[config.mk]
export PLATFORM = sky130hd
export DESIGN_NAME = pet_input_conditioner_flat
export DESIGN_NICKNAME = d
export VERILOG_FILES = /design/src/rtl/pet_input_conditioner_pkg.sv /design/src/rtl/pet_input_conditioner_if.sv /design/src/rtl/pet_input_conditioner_debounce.sv /design/src/rtl/pet_input_conditioner.sv /design/src/flat_wrapper.sv
export SDC_FILE = /design/constraint.sdc
export NUM_CORES = 1
export LEC_CHECK = 0
export CORE_MARGIN = 2
export CORE_UTILIZATION = 34
export CTS_BUF_LIST = sky130_fd_sc_hd__clkbuf_4
export DETAILED_ROUTE_END_ITERATION = 10
export PLACE_DENSITY = 0.58
export SETUP_SLACK_MARGIN = 0.02
export SLEW_MARGIN = 40
export SYNTH_ARGS = -nofsm -noshare
export SYNTH_HDL_FRONTEND = slang
export SYNTH_HIERARCHICAL = 1
export SYNTH_SLANG_ARGS = --single-unit
[constraint.sdc]
create_clock -name clk -period 6.84 [get_ports clk]
set_input_delay 1.368 -clock clk [delete_from_list [all_inputs] [get_ports clk]]
set_output_delay 1.368 -clock clk [all_outputs]
set_load 0.03 [all_outputs]
[src/rtl/pet_input_conditioner_pkg.sv]
// ============================================================================
// Module : pmo_input_pkg
// Brief  : Shared constants, touch FSM encoding and helpers for the input
//          conditioner.
// Rev    : 1.0  initial release
// ============================================================================
`default_nettype none

package pmo_input_pkg;

    // Direction bit positions inside the debounced {up, down, left, right} vector
    localparam int DIR_UP    = 3;
    localparam int DIR_DOWN  = 2;
    localparam int DIR_LEFT  = 1;
    localparam int DIR_RIGHT = 0;
    localparam int IDX_TOUCH = 4;
    localparam int IDX_BTN   = 5;
    localparam int N_INPUTS  = 6;

    localparam int DEF_TICK_DIV      = 100000;
    localparam int DEF_DB_TICKS      = 20;
    localparam int DEF_PET_TICKS     = 800;
    localparam int DEF_EXPECT_TICKS  = 3000;
    localparam int DEF_REPEAT_DELAY  = 400;
    localparam int DEF_REPEAT_PERIOD = 150;

    typedef enum logic [1:0] {
        T_IDLE = 2'd0,
        T_HOLD = 2'd1,
        T_PET  = 2'd2
    } touch_state_t;

    function automatic logic is_one_hot4(input logic [3:0] v);
        return (v != 4'd0) && ((v & (v - 4'd1)) == 4'd0);
    endfunction

    function automatic int max2(input int a, input int b);
        return (a > b) ? a : b;
    endfunction

endpackage

`default_nettype wire

[src/rtl/pet_input_conditioner_if.sv]
// ============================================================================
// Module : pet_input_conditioner_if
// Brief  : Raw joystick/touch inputs and conditioned event outputs.
// Rev    : 1.0  initial release
// ============================================================================
`default_nettype none

interface pet_input_conditioner_if;
    logic jstk_up_raw;
    logic jstk_down_raw;
    logic jstk_left_raw;
    logic jstk_right_raw;
    logic jstk_btn_raw;
    logic touch_raw;
    logic up;
    logic down;
    logic left;
    logic right;
    logic pressed;
    logic touched;
    logic petting;
    logic expecting;
    logic awaking;

    modport master (
        output jstk_up_raw, jstk_down_raw, jstk_left_raw, jstk_right_raw,
        output jstk_btn_raw, touch_raw,
        input  up, down, left, right, pressed, touched, petting, expecting, awaking
    );

    modport slave (
        input  jstk_up_raw, jstk_down_raw, jstk_left_raw, jstk_right_raw,
        input  jstk_btn_raw, touch_raw,
        output up, down, left, right, pressed, touched, petting, expecting, awaking
    );
endinterface

`default_nettype wire

[src/rtl/pet_input_conditioner_debounce.sv]
// ============================================================================
// Module : input_debounce
// Brief  : 2-FF synchroniser followed by a tick-sampled stable counter.
// Rev    : 1.0  initial release
// ============================================================================
`default_nettype none

module input_debounce #(
    parameter int DB_TICKS = 20
) (
    input  wire logic clk,
    input  wire logic rst_n,
    input  wire logic tick,
    input  wire logic raw,
    output logic      level,
    output logic      flip
);
    localparam int            CW     = $clog2(DB_TICKS + 1);
    localparam logic [CW-1:0] C_LAST = CW'(DB_TICKS - 1);

    logic [1:0]    r_sync;
    logic [CW-1:0] r_cnt;
    logic          r_level;

    // flip is high in the cycle whose closing edge toggles the level
    assign flip  = tick && (r_sync[1] != r_level) && (r_cnt == C_LAST);
    assign level = r_level;

    always_ff @(posedge clk or negedge rst_n) begin
        if (!rst_n) begin
            r_sync  <= '0;
            r_cnt   <= '0;
            r_level <= 1'b0;
        end else begin
            r_sync <= {r_sync[0], raw};
            if (tick) begin
                if (r_sync[1] == r_level) begin
                    r_cnt <= '0;
                end else if (r_cnt == C_LAST) begin
                    r_level <= ~r_level;
                    r_cnt   <= '0;
                end else begin
                    r_cnt <= r_cnt + CW'(1);
                end
            end
        end
    end
endmodule

`default_nettype wire

[src/rtl/pet_input_conditioner.sv]
// ============================================================================
// Module : pet_input_conditioner
// Brief  : Debounces joystick/touch inputs and produces clean controller events.
// Rev    : 1.0  initial release
// ============================================================================
`default_nettype none

module pet_input_conditioner
    import pmo_input_pkg::*;
#(
    parameter int TICK_DIV      = DEF_TICK_DIV,
    parameter int DB_TICKS      = DEF_DB_TICKS,
    parameter int PET_TICKS     = DEF_PET_TICKS,
    parameter int EXPECT_TICKS  = DEF_EXPECT_TICKS,
    parameter int REPEAT_DELAY  = DEF_REPEAT_DELAY,
    parameter int REPEAT_PERIOD = DEF_REPEAT_PERIOD
) (
    input  wire logic              clk,
    input  wire logic              rst_n,
    pet_input_conditioner_if.slave bus
);
    localparam int            TW            = (TICK_DIV > 1) ? $clog2(TICK_DIV) : 1;
    localparam logic [TW-1:0] C_TICK_LAST   = TW'(TICK_DIV - 1);
    localparam int            RW            = $clog2(max2(REPEAT_DELAY, REPEAT_PERIOD) + 1);
    localparam logic [RW-1:0] C_DELAY_LAST  = RW'(REPEAT_DELAY - 1);
    localparam logic [RW-1:0] C_PERIOD_LAST = RW'(REPEAT_PERIOD - 1);
    localparam int            PW            = $clog2(PET_TICKS + 1);
    localparam logic [PW-1:0] C_PET_LAST    = PW'(PET_TICKS - 1);
    localparam int            EW            = $clog2(EXPECT_TICKS + 1);
    localparam logic [EW-1:0] C_EXPECT      = EW'(EXPECT_TICKS);
    localparam logic [EW-1:0] C_EXP_ONE     = EW'(1);

    logic [TW-1:0]       r_tick_cnt;
    logic                w_tick;
    logic [N_INPUTS-1:0] w_raw, w_lvl, w_flip, w_rise;
    logic [3:0]          w_dir_now, w_dir_next, r_dir_pulse;
    logic [RW-1:0]       r_rep_cnt;
    logic                r_rep_run, r_pressed, r_awaking;
    logic                w_touch_fall, w_tap, w_pet_rise;
    touch_state_t        r_state;
    logic [PW-1:0]       r_hold_cnt;
    logic [EW-1:0]       r_exp_cnt;
    logic                r_petting, r_expecting;

    assign w_tick = (r_tick_cnt == C_TICK_LAST);

    always_ff @(posedge clk or negedge rst_n) begin
        if (!rst_n)      r_tick_cnt <= '0;
        else if (w_tick) r_tick_cnt <= '0;
        else             r_tick_cnt <= r_tick_cnt + TW'(1);
    end

    always_comb begin
        w_raw            = '0;
        w_raw[DIR_UP]    = bus.jstk_up_raw;
        w_raw[DIR_DOWN]  = bus.jstk_down_raw;
        w_raw[DIR_LEFT]  = bus.jstk_left_raw;
        w_raw[DIR_RIGHT] = bus.jstk_right_raw;
        w_raw[IDX_TOUCH] = bus.touch_raw;
        w_raw[IDX_BTN]   = bus.jstk_btn_raw;
    end

    for (genvar gi = 0; gi < N_INPUTS; gi++) begin : g_db
        input_debounce #(.DB_TICKS(DB_TICKS)) u_db (
            .clk   (clk),
            .rst_n (rst_n),
            .tick  (w_tick),
            .raw   (w_raw[gi]),
            .level (w_lvl[gi]),
            .flip  (w_flip[gi])
        );
    end

    // Events act on the edge where a level flips, so pulses land one cycle later
    assign w_rise       = w_flip & ~w_lvl;
    assign w_touch_fall = w_flip[IDX_TOUCH] & w_lvl[IDX_TOUCH];
    assign w_dir_now    = w_lvl[3:0];
    assign w_dir_next   = w_lvl[3:0] ^ w_flip[3:0];

    always_ff @(posedge clk or negedge rst_n) begin
        if (!rst_n) begin
            r_dir_pulse <= '0;
            r_rep_cnt   <= '0;
            r_rep_run   <= 1'b0;
            r_pressed   <= 1'b0;
            r_awaking   <= 1'b0;
        end else begin
            r_pressed   <= w_rise[IDX_BTN];
            r_awaking   <= |w_rise;
            r_dir_pulse <= '0;
            if (!is_one_hot4(w_dir_next)) begin
                r_rep_cnt <= '0;
                r_rep_run <= 1'b0;
            end else if (w_dir_next != w_dir_now) begin
                r_dir_pulse <= w_dir_next;
                r_rep_cnt   <= '0;
                r_rep_run   <= 1'b0;
            end else if (w_tick) begin
                if ((!r_rep_run && r_rep_cnt == C_DELAY_LAST) ||
                    ( r_rep_run && r_rep_cnt == C_PERIOD_LAST)) begin
                    r_dir_pulse <= w_dir_now;
                    r_rep_cnt   <= '0;
                    r_rep_run   <= 1'b1;
                end else begin
                    r_rep_cnt <= r_rep_cnt + RW'(1);
                end
            end
        end
    end

    assign w_tap      = (r_state == T_HOLD) && w_touch_fall;
    assign w_pet_rise = (r_state == T_HOLD) && !w_touch_fall && w_tick &&
                        (r_hold_cnt == C_PET_LAST);

    always_ff @(posedge clk or negedge rst_n) begin
        if (!rst_n) begin
            r_state     <= T_IDLE;
            r_hold_cnt  <= '0;
            r_petting   <= 1'b0;
            r_exp_cnt   <= '0;
            r_expecting <= 1'b0;
        end else begin
            case (r_state)
                T_IDLE: if (w_rise[IDX_TOUCH]) begin
                    r_state    <= T_HOLD;
                    r_hold_cnt <= '0;
                end
                T_HOLD: if (w_tap) begin
                    r_state <= T_IDLE;
                end else if (w_pet_rise) begin
                    r_state    <= T_PET;
                    r_petting  <= 1'b1;
                    r_hold_cnt <= '0;
                end else if (w_tick) begin
                    r_hold_cnt <= r_hold_cnt + PW'(1);
                end
                T_PET: if (w_touch_fall) begin
                    r_state   <= T_IDLE;
                    r_petting <= 1'b0;
                end
                default: r_state <= T_IDLE;
            endcase

            // A press in the same cycle as a tap wins and closes the window
            if (w_rise[IDX_BTN] || w_pet_rise) begin
                r_expecting <= 1'b0;
                r_exp_cnt   <= '0;
            end else if (w_tap) begin
                r_expecting <= 1'b1;
                r_exp_cnt   <= C_EXPECT;
            end else if (w_tick && r_expecting) begin
                if (r_exp_cnt <= C_EXP_ONE) begin
                    r_expecting <= 1'b0;
                    r_exp_cnt   <= '0;
                end else begin
                    r_exp_cnt <= r_exp_cnt - EW'(1);
                end
            end
        end
    end

    assign bus.up        = r_dir_pulse[DIR_UP];
    assign bus.down      = r_dir_pulse[DIR_DOWN];
    assign bus.left      = r_dir_pulse[DIR_LEFT];
    assign bus.right     = r_dir_pulse[DIR_RIGHT];
    assign bus.pressed   = r_pressed;
    assign bus.touched   = w_lvl[IDX_TOUCH];
    assign bus.petting   = r_petting;
    assign bus.expecting = r_expecting;
    assign bus.awaking   = r_awaking;
endmodule

`default_nettype wire

[src/flat_wrapper.sv]
// flat-port wrapper written by rule: the top's interface ports become plain ports
module pet_input_conditioner_flat import pmo_input_pkg::*;
#(
    parameter int TICK_DIV      = DEF_TICK_DIV,
    parameter int DB_TICKS      = DEF_DB_TICKS,
    parameter int PET_TICKS     = DEF_PET_TICKS,
    parameter int EXPECT_TICKS  = DEF_EXPECT_TICKS,
    parameter int REPEAT_DELAY  = DEF_REPEAT_DELAY,
    parameter int REPEAT_PERIOD = DEF_REPEAT_PERIOD
)
  (clk, rst_n, bus_jstk_up_raw, bus_jstk_down_raw, bus_jstk_left_raw, bus_jstk_right_raw, bus_jstk_btn_raw, bus_touch_raw, bus_up, bus_down, bus_left, bus_right, bus_pressed, bus_touched, bus_petting, bus_expecting, bus_awaking);
  pet_input_conditioner_if bus_i ();
  input  wire logic clk;
  input  wire logic rst_n;
  input wire logic [$bits(bus_i.jstk_up_raw)-1:0] bus_jstk_up_raw;
  input wire logic [$bits(bus_i.jstk_down_raw)-1:0] bus_jstk_down_raw;
  input wire logic [$bits(bus_i.jstk_left_raw)-1:0] bus_jstk_left_raw;
  input wire logic [$bits(bus_i.jstk_right_raw)-1:0] bus_jstk_right_raw;
  input wire logic [$bits(bus_i.jstk_btn_raw)-1:0] bus_jstk_btn_raw;
  input wire logic [$bits(bus_i.touch_raw)-1:0] bus_touch_raw;
  output wire logic [$bits(bus_i.up)-1:0] bus_up;
  output wire logic [$bits(bus_i.down)-1:0] bus_down;
  output wire logic [$bits(bus_i.left)-1:0] bus_left;
  output wire logic [$bits(bus_i.right)-1:0] bus_right;
  output wire logic [$bits(bus_i.pressed)-1:0] bus_pressed;
  output wire logic [$bits(bus_i.touched)-1:0] bus_touched;
  output wire logic [$bits(bus_i.petting)-1:0] bus_petting;
  output wire logic [$bits(bus_i.expecting)-1:0] bus_expecting;
  output wire logic [$bits(bus_i.awaking)-1:0] bus_awaking;
  assign bus_i.jstk_up_raw = bus_jstk_up_raw;
  assign bus_i.jstk_down_raw = bus_jstk_down_raw;
  assign bus_i.jstk_left_raw = bus_jstk_left_raw;
  assign bus_i.jstk_right_raw = bus_jstk_right_raw;
  assign bus_i.jstk_btn_raw = bus_jstk_btn_raw;
  assign bus_i.touch_raw = bus_touch_raw;
  assign bus_up = bus_i.up;
  assign bus_down = bus_i.down;
  assign bus_left = bus_i.left;
  assign bus_right = bus_i.right;
  assign bus_pressed = bus_i.pressed;
  assign bus_touched = bus_i.touched;
  assign bus_petting = bus_i.petting;
  assign bus_expecting = bus_i.expecting;
  assign bus_awaking = bus_i.awaking;
  pet_input_conditioner #(.TICK_DIV(TICK_DIV), .DB_TICKS(DB_TICKS), .PET_TICKS(PET_TICKS), .EXPECT_TICKS(EXPECT_TICKS), .REPEAT_DELAY(REPEAT_DELAY), .REPEAT_PERIOD(REPEAT_PERIOD)) u_core (.clk(clk), .rst_n(rst_n), .bus(bus_i));
endmodule
# [Word-level counts from Yosys, hierarchy flattened]
# Index checks and enable logic that the tools add are counted.
# W data, S select, Z words.
[word_totals] register_bits=107 in_bits=8 out_inout_bits=9
[classes] add_sub_neg=11 magnitude_cmp=1 n_eq_ne=33 muxes=47 bitwise_logic=17 n_reduce_logical=43
[ops] op="$mux W5" count=12
[ops] op="$mux W12" count=4
[ops] op="$mux W10" count=4
[ops] op="$mux W9" count=4
[ops] op="$add A5 B1 Y5 const B" count=6
[ops] op="$eq A5 B5 Y1 const B" count=6
[ops] op="$reduce_and A3 Y1" count=7
[ops] op="$logic_and A1 B1 Y1" count=20
[ops] op="$pmux W10 S2" count=1
[ops] op="$add A17 B1 Y17 const B" count=1
[ops] op="$eq A17 B17 Y1 const B" count=1
[ops] op="$mux W17" count=1
[ops] op="$mux W4" count=4
[ops] op="$le A12 B1 Y1 const B" count=1
[ops] op="$not A1 Y1" count=12
[ops] op="$sub A12 B1 Y12 const B" count=1
[ops] op="$mux W1" count=11
[ops] op="$add A10 B1 Y10 const B" count=1
[ops] op="$eq A10 B10 Y1 const B" count=1
[ops] op="$add A9 B1 Y9 const B" count=1
[ops] op="$eq A9 B8 Y1 const B" count=1
[ops] op="$eq A9 B9 Y1 const B" count=1
[ops] op="$mux W2" count=4
[ops] op="$reduce_and A4 Y1" count=2
[ops] op="27 further kinds" count=45

# [Longest topological paths before layout]
# Gate-level depths: netlist (run 1).
[logic_depth] ltp_word=11 depth_mapped=16

# [Cells and area by module]
# Netlist (run 1), hierarchy kept.
[modules_own_cells] module="pet_input_conditioner" n_inst=1 cells_each=336 area_per_inst_um2=3130.5 seq_area_each_um2=1476.4
[modules_own_cells] module="input_debounce" n_inst=6 cells_each=36 area_per_inst_um2=396.6 seq_area_each_um2=200.2

# [Worst setup path after synthesis (run 1)]
# Ideal clock, no wire load.
[synth_timing] path_type="register to register" start="register u_core.r_tick_cnt[13]" end="register u_core.r_exp_cnt[9]" setup_time_ns=0.070 arrival_time_ns=3.912 path_slack_ns=2.857 stages_incl_launch_ff=14 period_less_slack_ns=3.983 cell_sequence="dfrtp_1 -> or4b_1 -> or4_4 -> inv_2 -> clkbuf_1 -> buf_4 -> nand2_1 -> nor2_1 -> a211o_1 -> nor4_1 -> or4_4 -> buf_6 -> or4_1 -> nand3_1"
[synth_via] elab_chain_cells=10 word_cells_on_any_way=17 cone_classes="eq/ne (1); mux (2); bitwise (2); reduce/logical (12)"
[synth_lines] element="start, declared" line="pet_input_conditioner.sv:33" text="logic [TW-1:0] r_tick_cnt;"
[synth_lines] element="start signal, assigned" line="pet_input_conditioner.sv:50" text="else r_tick_cnt <= r_tick_cnt + TW'(1);"
[synth_lines] element="$eq A17 B17 Y1 *" line="pet_input_conditioner.sv:45" text="assign w_tick = (r_tick_cnt == C_TICK_LAST);"
[synth_lines] element="named net u_core.w_tick" line="pet_input_conditioner.sv:34" text="logic w_tick;"
[synth_lines] element="$logic_and A1 B1 Y1 * (2 in a row)" line="pet_input_conditioner_debounce.sv:26" text="assign flip = tick && (r_sync[1] != r_level) && (r_cnt == C_LAST);"
[synth_lines] element="named net u_core.w_flip[4]" line="pet_input_conditioner.sv:35" text="logic [N_INPUTS-1:0] w_raw, w_lvl, w_flip, w_rise;"
[synth_lines] element="$and A1 B1 Y1 *" line="pet_input_conditioner.sv:76" text="assign w_touch_fall = w_flip[IDX_TOUCH] & w_lvl[IDX_TOUCH];"
[synth_lines] element="$logic_not A1 Y1" line="pet_input_conditioner.sv:112" text="assign w_pet_rise = (r_state == T_HOLD) && !w_touch_fall && w_tick &&"
[synth_lines] element="$logic_and A1 B1 Y1 (3 in a row)" line="pet_input_conditioner.sv:112"
[synth_lines] element="$logic_or A1 B1 Y1" line="pet_input_conditioner.sv:145" text="if (w_rise[IDX_BTN] || w_pet_rise) begin"
[synth_lines] element="$reduce_bool A3 Y1 (no line) / $mux W12 (equally long branches)"
[synth_lines] element="end signal, assigned" line="pet_input_conditioner.sv:156" text="r_exp_cnt <= r_exp_cnt - EW'(1);"
[synth_lines] element="end, declared" line="pet_input_conditioner.sv:42" text="logic [EW-1:0] r_exp_cnt;"
# Mark *: on every way through the listed nets, which the timed path passes. The rest lies on a longest branch.
# A chain may end at the register's enable or synchronous reset.

# [Final worst setup path (run 1)]
[layout_timing] start="register u_core.r_tick_cnt[13]" end="register u_core.r_rep_cnt[3]"
[layout_via] elab_chain_cells=9 word_cells_on_any_way=19 cone_classes="add/sub (1); eq/ne (3); mux (2); bitwise (2); reduce/logical (11)"
[layout_lines] element="$eq A17 B17 Y1 *" line="pet_input_conditioner.sv:45"
[layout_lines] element="$logic_and A1 B1 Y1 * (2 in a row)" line="pet_input_conditioner_debounce.sv:26"
[layout_lines] element="named net u_core.w_flip[3]" line="pet_input_conditioner.sv:35"
[layout_lines] element="$xor A4 B4 Y4 *" line="pet_input_conditioner.sv:78" text="assign w_dir_next = w_lvl[3:0] ^ w_flip[3:0];"
[layout_lines] element="$sub A4 B1 Y4" line="pet_input_conditioner_pkg.sv:34" text="return (v != 4'd0) && ((v & (v - 4'd1)) == 4'd0);"
[layout_lines] element="$and A4 B4 Y4" line="pet_input_conditioner_pkg.sv:34"
[layout_lines] element="$logic_not A4 Y1" line="pet_input_conditioner_pkg.sv:34"
[layout_lines] element="$logic_and A1 B1 Y1" line="pet_input_conditioner_pkg.sv:34"
[layout_lines] element="$ne A3 B3 Y1 (no line) / $mux W9 (equally long branches)"
[layout_lines] element="end signal, assigned" line="pet_input_conditioner.sv:105" text="r_rep_cnt <= r_rep_cnt + RW'(1);"
[layout_lines] element="end, declared" line="pet_input_conditioner.sv:37" text="logic [RW-1:0] r_rep_cnt;"
# Marked as above.

==> results.md, run 1 <==
- Clk sinks: ~110
- Net Switching: about 220 uW
- GPL Wtd Cong: 0.859
- Die Ht: 131 um
- Switching Fraction: 21.7%
- Combinational fraction of design power: between 2 and 2.5%
- Async S/R FF share, synth: 100%
- Most common cell after layout, fill and taps aside: dfrtp_1
- Max-slew headroom: a little over two fifths
- Row count: between 40 and 50
- Ys Warns: 6
- Antenna diodes: 0
- Crit end category: register
- Post-synth EDFFs: 0
- Crit share post-route: 65.4%
- Drt drc: 0
- Seq/Total Area, Yosys: 48.6%
- Root Buffer: clkbuf_4
- DR vias/cell: 5.17
- Synthesized area per cell: 9.98 sq um
- Die area: 17200 sq um
- Clock power share: 35.1%
- Worst skew pair latency: 0.47 ns
- Syn Std Cell Area: roughly 5500 sq um
- PD cells: 169 nW/um^2
- Antenna violation net count after detailed routing: 0
- Worst EP arrival: 4.87 ns
- Post-CTS Setup Bufs: 0
- Unique masters post-synth: 51
- Pleak: 2.62 nW
- # hold bufs at CTS: 0
- TritonCTS Buffers: 9
- Nature of the critical path startpoint: register
- Synth-to-Final Area Change: 9.63%
- Main synth FF type: dfrtp_1
- Maxcap violations: 0
- Peak VDD IR: 0.0000835 V
- Share of layout cells above drive strength 1: around 5.7%
- Initial antenna violation count: 0
- Skew final: 0.0109 ns
- Largest net degree at the start of global routing: 70
- RSZ-0062 raised after global routing: no
- Worst-path fanout max: 40
- Nets@finish: 593
- Hold Crit Class: register to register
- Mapped Cells: 552
- Drt wl/cell: 13.7 um
- Bufs on Longest Clock Path: 2
- Vias: 4081
- Internal power: 798 uW
- Sequential Power Share: between 60% and 70%
- Number of I/O port buffers: 16
- Core area: ~16000 sq um
- Fill cells: 1606
- Reg2reg path depth: 12
- Router iterations before antenna repair: 4
- Dpl hpwl: approximately 7500 um
- Status: finished, final reports clean
- Yosys reg bits: roughly 110
- Required @ worst endpoint: about 7.2 ns
- # IOs: 17
- Detailed router's first-iteration violation count: 270
- Syn Nets: around 580
- Die width: 131 um
- Fin crit period: ~4.5 ns
- Total GRT Usage: 13.4%
- Initial Util: about a third
- TritonCTS clock tree: yes
- Vias in the first global route: about 4000
- # setup viols final: 0
- WHS Path Cells: 0
- Final Hold Vio Count: 0
- Worst Hold Slack: 0.369 ns
- Most frequent cells in the layout: 107 x dfrtp_1, 56 x nand2_1, 43 x o21ai_0, 38 x nor2_1, 30 x nand3_1
- Post_cts resized: 0
- Slew Limit Fails: 0
- Measured slew at the worst slew-check pin: 0.840 ns
- First-pass GRT wire length: between 15000 and 20000 um
- Final WL: between 10000 and 15000 um
- Max Fclk: 0.224 GHz
- H-tree level count: 3
- Clk slew on worst S/H paths: 0.16 ns
- Crit path kind: register to register
- Total negative slack: 0 ns
- Gr ovfl total: 0
[synthesized netlist by cell type (all sizes together) (9+ instances only)]
cell type,number,share of area [%]
dfrtp,107,49
nand2,56,3.8
o21ai,49,4.5
nor2,38,2.6
nand3,30,2.7
inv,29,2.0
xor2,24,3.8
a21oi,16,1.5
ha,16,3.6
o2bb2ai,16,2.5
xnor2,15,2.4
and3,13,1.5
nand2b,13,1.5
nand4,10,1.1
nand4b,9,1.4
[cells by family (layout without fill, tap and decap cells)]
| group | Yosys count | count (layout) | share of synthesized area (%) |
|---|---|---|---|
| flops | 107 | 107 | 48.6 |
| fa+ha+maj | 16 | 16 | 3.63 |
| xor+xnor | 39 | 39 | 6.20 |
| compound gates | 112 | 112 | 13.1 |
| simple gates | 225 | 225 | 22.3 |
| mux | 12 | 12 | 2.72 |
| buf+inv | 41 | 63 | 3.36 |
[registers in the layout, summed over array words and instances, names as in the netlist, 2 cells and up]
name and flops:
u_core/g_db.u_db/r_cnt 30, u_core/r_tick_cnt 17, u_core/g_db.u_db/r_sync 12, u_core/r_exp_cnt 12, u_core/r_hold_cnt 10, u_core/r_rep_cnt 9
u_core/g_db.u_db/level 6, u_core/r_dir_pulse 4, u_core/r_state 2
[power by group through the flow]
stage,Sequential [mW],Combinational [mW],Clock [mW]
after global routing,0.640,0.0254,0.401
final,0.639,0.0216,0.358
after CTS,0.639,0.0231,0.377
after detailed placement,0.651,0.0229,0
after global placement,0.651,0.0225,0
after floorplan,0.650,0.00414,0
[area by class of cell]
| type | instances | area [sq um] | share of cell area (%) |
|---|---|---|---|
| flip-flops and latches | 107 | 2680 | 44.3 |
| multi-input cells | 404 | 2650 | 43.8 |
| well taps | 216 | 270 | 4.47 |
| repair buffers | 18 | 176 | 2.92 |
| inverters | 29 | 109 | 1.80 |
| clock buffers | 11 | 82.6 | 1.37 |
| clock inverters | 5 | 77.6 | 1.28 |
[critical path: stages, from the launching register on]
cell and delay [ns]:
dfrtp_1 0.44, or4b_1 0.54, or4_4 0.65, inv_2 0.53, nand2_1 0.19, nor2_1 0.14
ha_1 0.30, xor2_1 0.23, nand4_1 0.16, a31oi_1 0.46, and2_0 0.44, o21ai_0 0.16
a21oi_1 0.14
[worst paths after layout]
path / from / endpoint / slack (ns)
min in group asynchronous: rst_n / u_core/g_db[5].u_db/r_cnt[3] / 0.83
setup / recovery: u_core/r_tick_cnt[13] / u_core/r_rep_cnt[3] / 2.37
hold / removal: u_core/g_db[4].u_db/r_sync[0] / u_core/g_db[4].u_db/r_sync[1] / 0.37
hold reg to reg: u_core/g_db[4].u_db/r_sync[0] / u_core/g_db[4].u_db/r_sync[1] / 0.37
setup reg to reg: u_core/r_tick_cnt[13] / u_core/r_rep_cnt[3] / 2.37
max in group asynchronous: rst_n / u_core/r_rep_cnt[2] / 5.04
[layer usage]
metal	vias up	track usage, %	share of wire (%)
li1	1994	-	-
met1	2001	17.4	49
met2	76	22.0	47
met3	10	4.05	3.7
met4	0	3.26	1.1
met5	-	0	0
[stage by stage]
stage          instances  util, %  setup WS (ns)  total power, mW  area (sq um)
6_report             790     38.0           2.37             1.02          6040
5_1_grt              790     38.0           1.87             1.07          6040
4_1_cts              790     38.0           2.37             1.04          6040
3_5_place_dp         774     37.0           2.39            0.674          5880
3_3_place_gp         774     37.0           2.62            0.673          5880
2_1_floorplan        552        -           2.86            0.654          5510
Power figures use the tool's default switching activity.
==> run 2: changes to the inputs <==
==> constraint.sdc (replaced) <==
create_clock -name clk -period 4.2 [get_ports clk]
set_input_delay 0.84 -clock clk [delete_from_list [all_inputs] [get_ports clk]]
set_output_delay 0.84 -clock clk [all_outputs]
set_load 0.03 [all_outputs]
==> run 2 against run 1 <==
Effect of this change:
- clock power up 35%
- design area rose by 0.23%
- via count grew 0.83%
- non-clock buffer count up 6
- first-iteration DRC count decreased by 1.9%
- sequential share of layout area shrank 0.10 points
- final cell count increased by 0.76%
- die area unchanged
- combinational power rose by 72%
- highest routed layer unchanged
- sequential power rose by 63%
- routed wire length rose by 0.41%
- worst hold slack worse by 0.0071 ns
==> results.md, run 2 (synthesis gave the netlist of run 1 again) <==
- # setup viols final: 0
- Die Ht: 131 um
- Synth-to-Final Area Change: 9.88%
- First-pass GRT wire length: 19300 um
- Measured slew at the worst slew-check pin: 0.712 ns
- Maxcap violations: 0
- Die width: 131 um
- Worst EP arrival: 4.13 ns
- Clk sinks: about 110
- Worst Hold Slack: 0.362 ns
- Most common cell after layout, fill and taps aside: dfrtp_1
- Area of the multi-input gates: 2650 sq um
- Slew Limit Fails: 0
- TritonCTS Buffers: 9
- Worst-path fanout max: 12
- Post_cts resized: 0
- Row count: 46
- Drt wl/cell: around 14 um
- Dpl hpwl: 7570 um
- TritonCTS clock tree: yes
- Max FFs per register: 30
- Final WL: 10800 um
- Largest net degree at the start of global routing: 74
- Required @ worst endpoint: 4.58 ns
- # IOs: 17
- H-tree level count: 3
- Total negative slack: 0 ns
- Fin crit period: approximately 3.7 ns
- Crit end category: register
- Final Hold Vio Count: 0
- Biggest regs: u_core/g_db.u_db/r_cnt x30, u_core/r_tick_cnt x17
- Largest register by flop count: u_core/g_db.u_db/r_cnt
- Vias in the first global route: 4228
- # hold bufs at CTS: 0
- Peak VDD IR: approximately 0.00013 V
- Root Buffer: clkbuf_4
- PD cells: 258 nW/um^2
- Clk slew on worst S/H paths: 0.16 ns
- Nature of the critical path startpoint: register
- Antenna diodes: 0
- Final worst-path setup slack: 0.452 ns
- Drt drc: 0
- Initial antenna violation count: 0
- Share of layout cells above drive strength 1: under 10%
- Total GRT Usage: 13.3%
- Hold Crit Class: primary input to async pin
- DP Worst Slack: between 0.4 and 0.5 ns
- Skew final: 0.0116 ns
- Initial Util: around a third
- Gr ovfl total: 0
- Antenna violation net count after detailed routing: 0
- Router iterations before antenna repair: 4
- Bufs on Longest Clock Path: 2
- Max-slew headroom: between 50% and 60%
- Detailed router's first-iteration violation count: 265
- Crit path kind: register to register
- Vias: 4115
- GPL Wtd Cong: 0.827
- RSZ-0062 raised after global routing: no
- Number of I/O port buffers: 16
- Die area: 17200 sq um
- Status: finished, final reports clean
- Core area: 15900 sq um
- Fill cells: roughly 1600
- Most frequent cells in the layout: 107 x dfrtp_1, 56 x nand2_1, 43 x o21ai_0, 38 x nor2_1, 30 x nand3_1
- Pleak: roughly 2.6 nW
- Crit share post-route: between 80% and 90%
- Nets@finish: 599
- Worst skew pair latency: around 0.46 ns
- DR vias/cell: a little over 5
- Storage cell area: 2680 sq um
- Post-CTS Setup Bufs: 0
- Max Fclk: between 0.2 and 0.3 GHz
-- run 2: cell types whose count changed in the layout (fill, tap and decap cells not counted) --
cell,change
inv_6,+1
clkbuf_4,+1
buf_4,+5
buf_12,+1
bufinv_16,-2
-- run 2: stage by stage --
stage / utilization, % / area (sq um) / total power, mW / cells
5_1_grt: 38.1 / 6050 / 1.63 / 796
3_3_place_gp: 37.4 / 5930 / 1.10 / 780
6_report: 38.1 / 6050 / 1.56 / 796
3_5_place_dp: 37.4 / 5940 / 1.10 / 780
2_1_floorplan: - / 5510 / 1.07 / 552
4_1_cts: 38.1 / 6050 / 1.59 / 796
-- run 2: routing by layer --
metal  up-vias  GRT usage [%]  routed length (um)
li1       2015              -                   -
met1      2029           17.3                5130
met2        61           22.0                5250
met3        10           3.16                 354
met4         0           4.47                 100
met5         -              0                   0
-- run 2: worst paths after layout --
kind	start	endpoint	slack [ns]	depth (start not counted)
worst max-delay path	u_core/r_tick_cnt[12]	u_core/r_rep_cnt[5]	0.45	12
worst min-delay path	rst_n	u_core/g_db[5].u_db/r_cnt[4]	0.36	1
worst max register to register	u_core/r_tick_cnt[12]	u_core/r_rep_cnt[5]	0.45	12
worst min register to register	u_core/g_db[4].u_db/r_sync[0]	u_core/g_db[4].u_db/r_sync[1]	0.37	0
max in group asynchronous	rst_n	u_core/r_rep_cnt[8]	3.22	2
min in group clk	u_core/g_db[4].u_db/r_sync[0]	u_core/g_db[4].u_db/r_sync[1]	0.37	0
-- run 2: worst max-delay path: stages (launching register included) --
cell and delay (ns):
dfrtp_1 0.46, or4b_1 0.54, or4_4 0.65, inv_2 0.18, nand2_1 0.12, nor2_1 0.12
ha_1 0.31, xor2_1 0.19, nand3_1 0.11, a31oi_1 0.14, and2_0 0.29, or3_1 0.40
a21oi_1 0.17
-- run 2: where the power goes --
part / leakage (nW) / internal (mW) / switching, mW
combinational: 1.12 / 0.0106 / 0.0264
clock: 0.0677 / 0.143 / 0.340
sequential: 1.45 / 1.04 / 0.00437
-- run 2: layout make-up --
cell class / count / area share (%)
inverters: 29 / 1.80
repair buffers: 24 / 3.86
flip-flops and latches: 107 / 44.2
well taps: 216 / 4.46
clock buffers: 12 / 1.49
multi-input cells: 404 / 43.7
clock inverters: 4 / 0.434
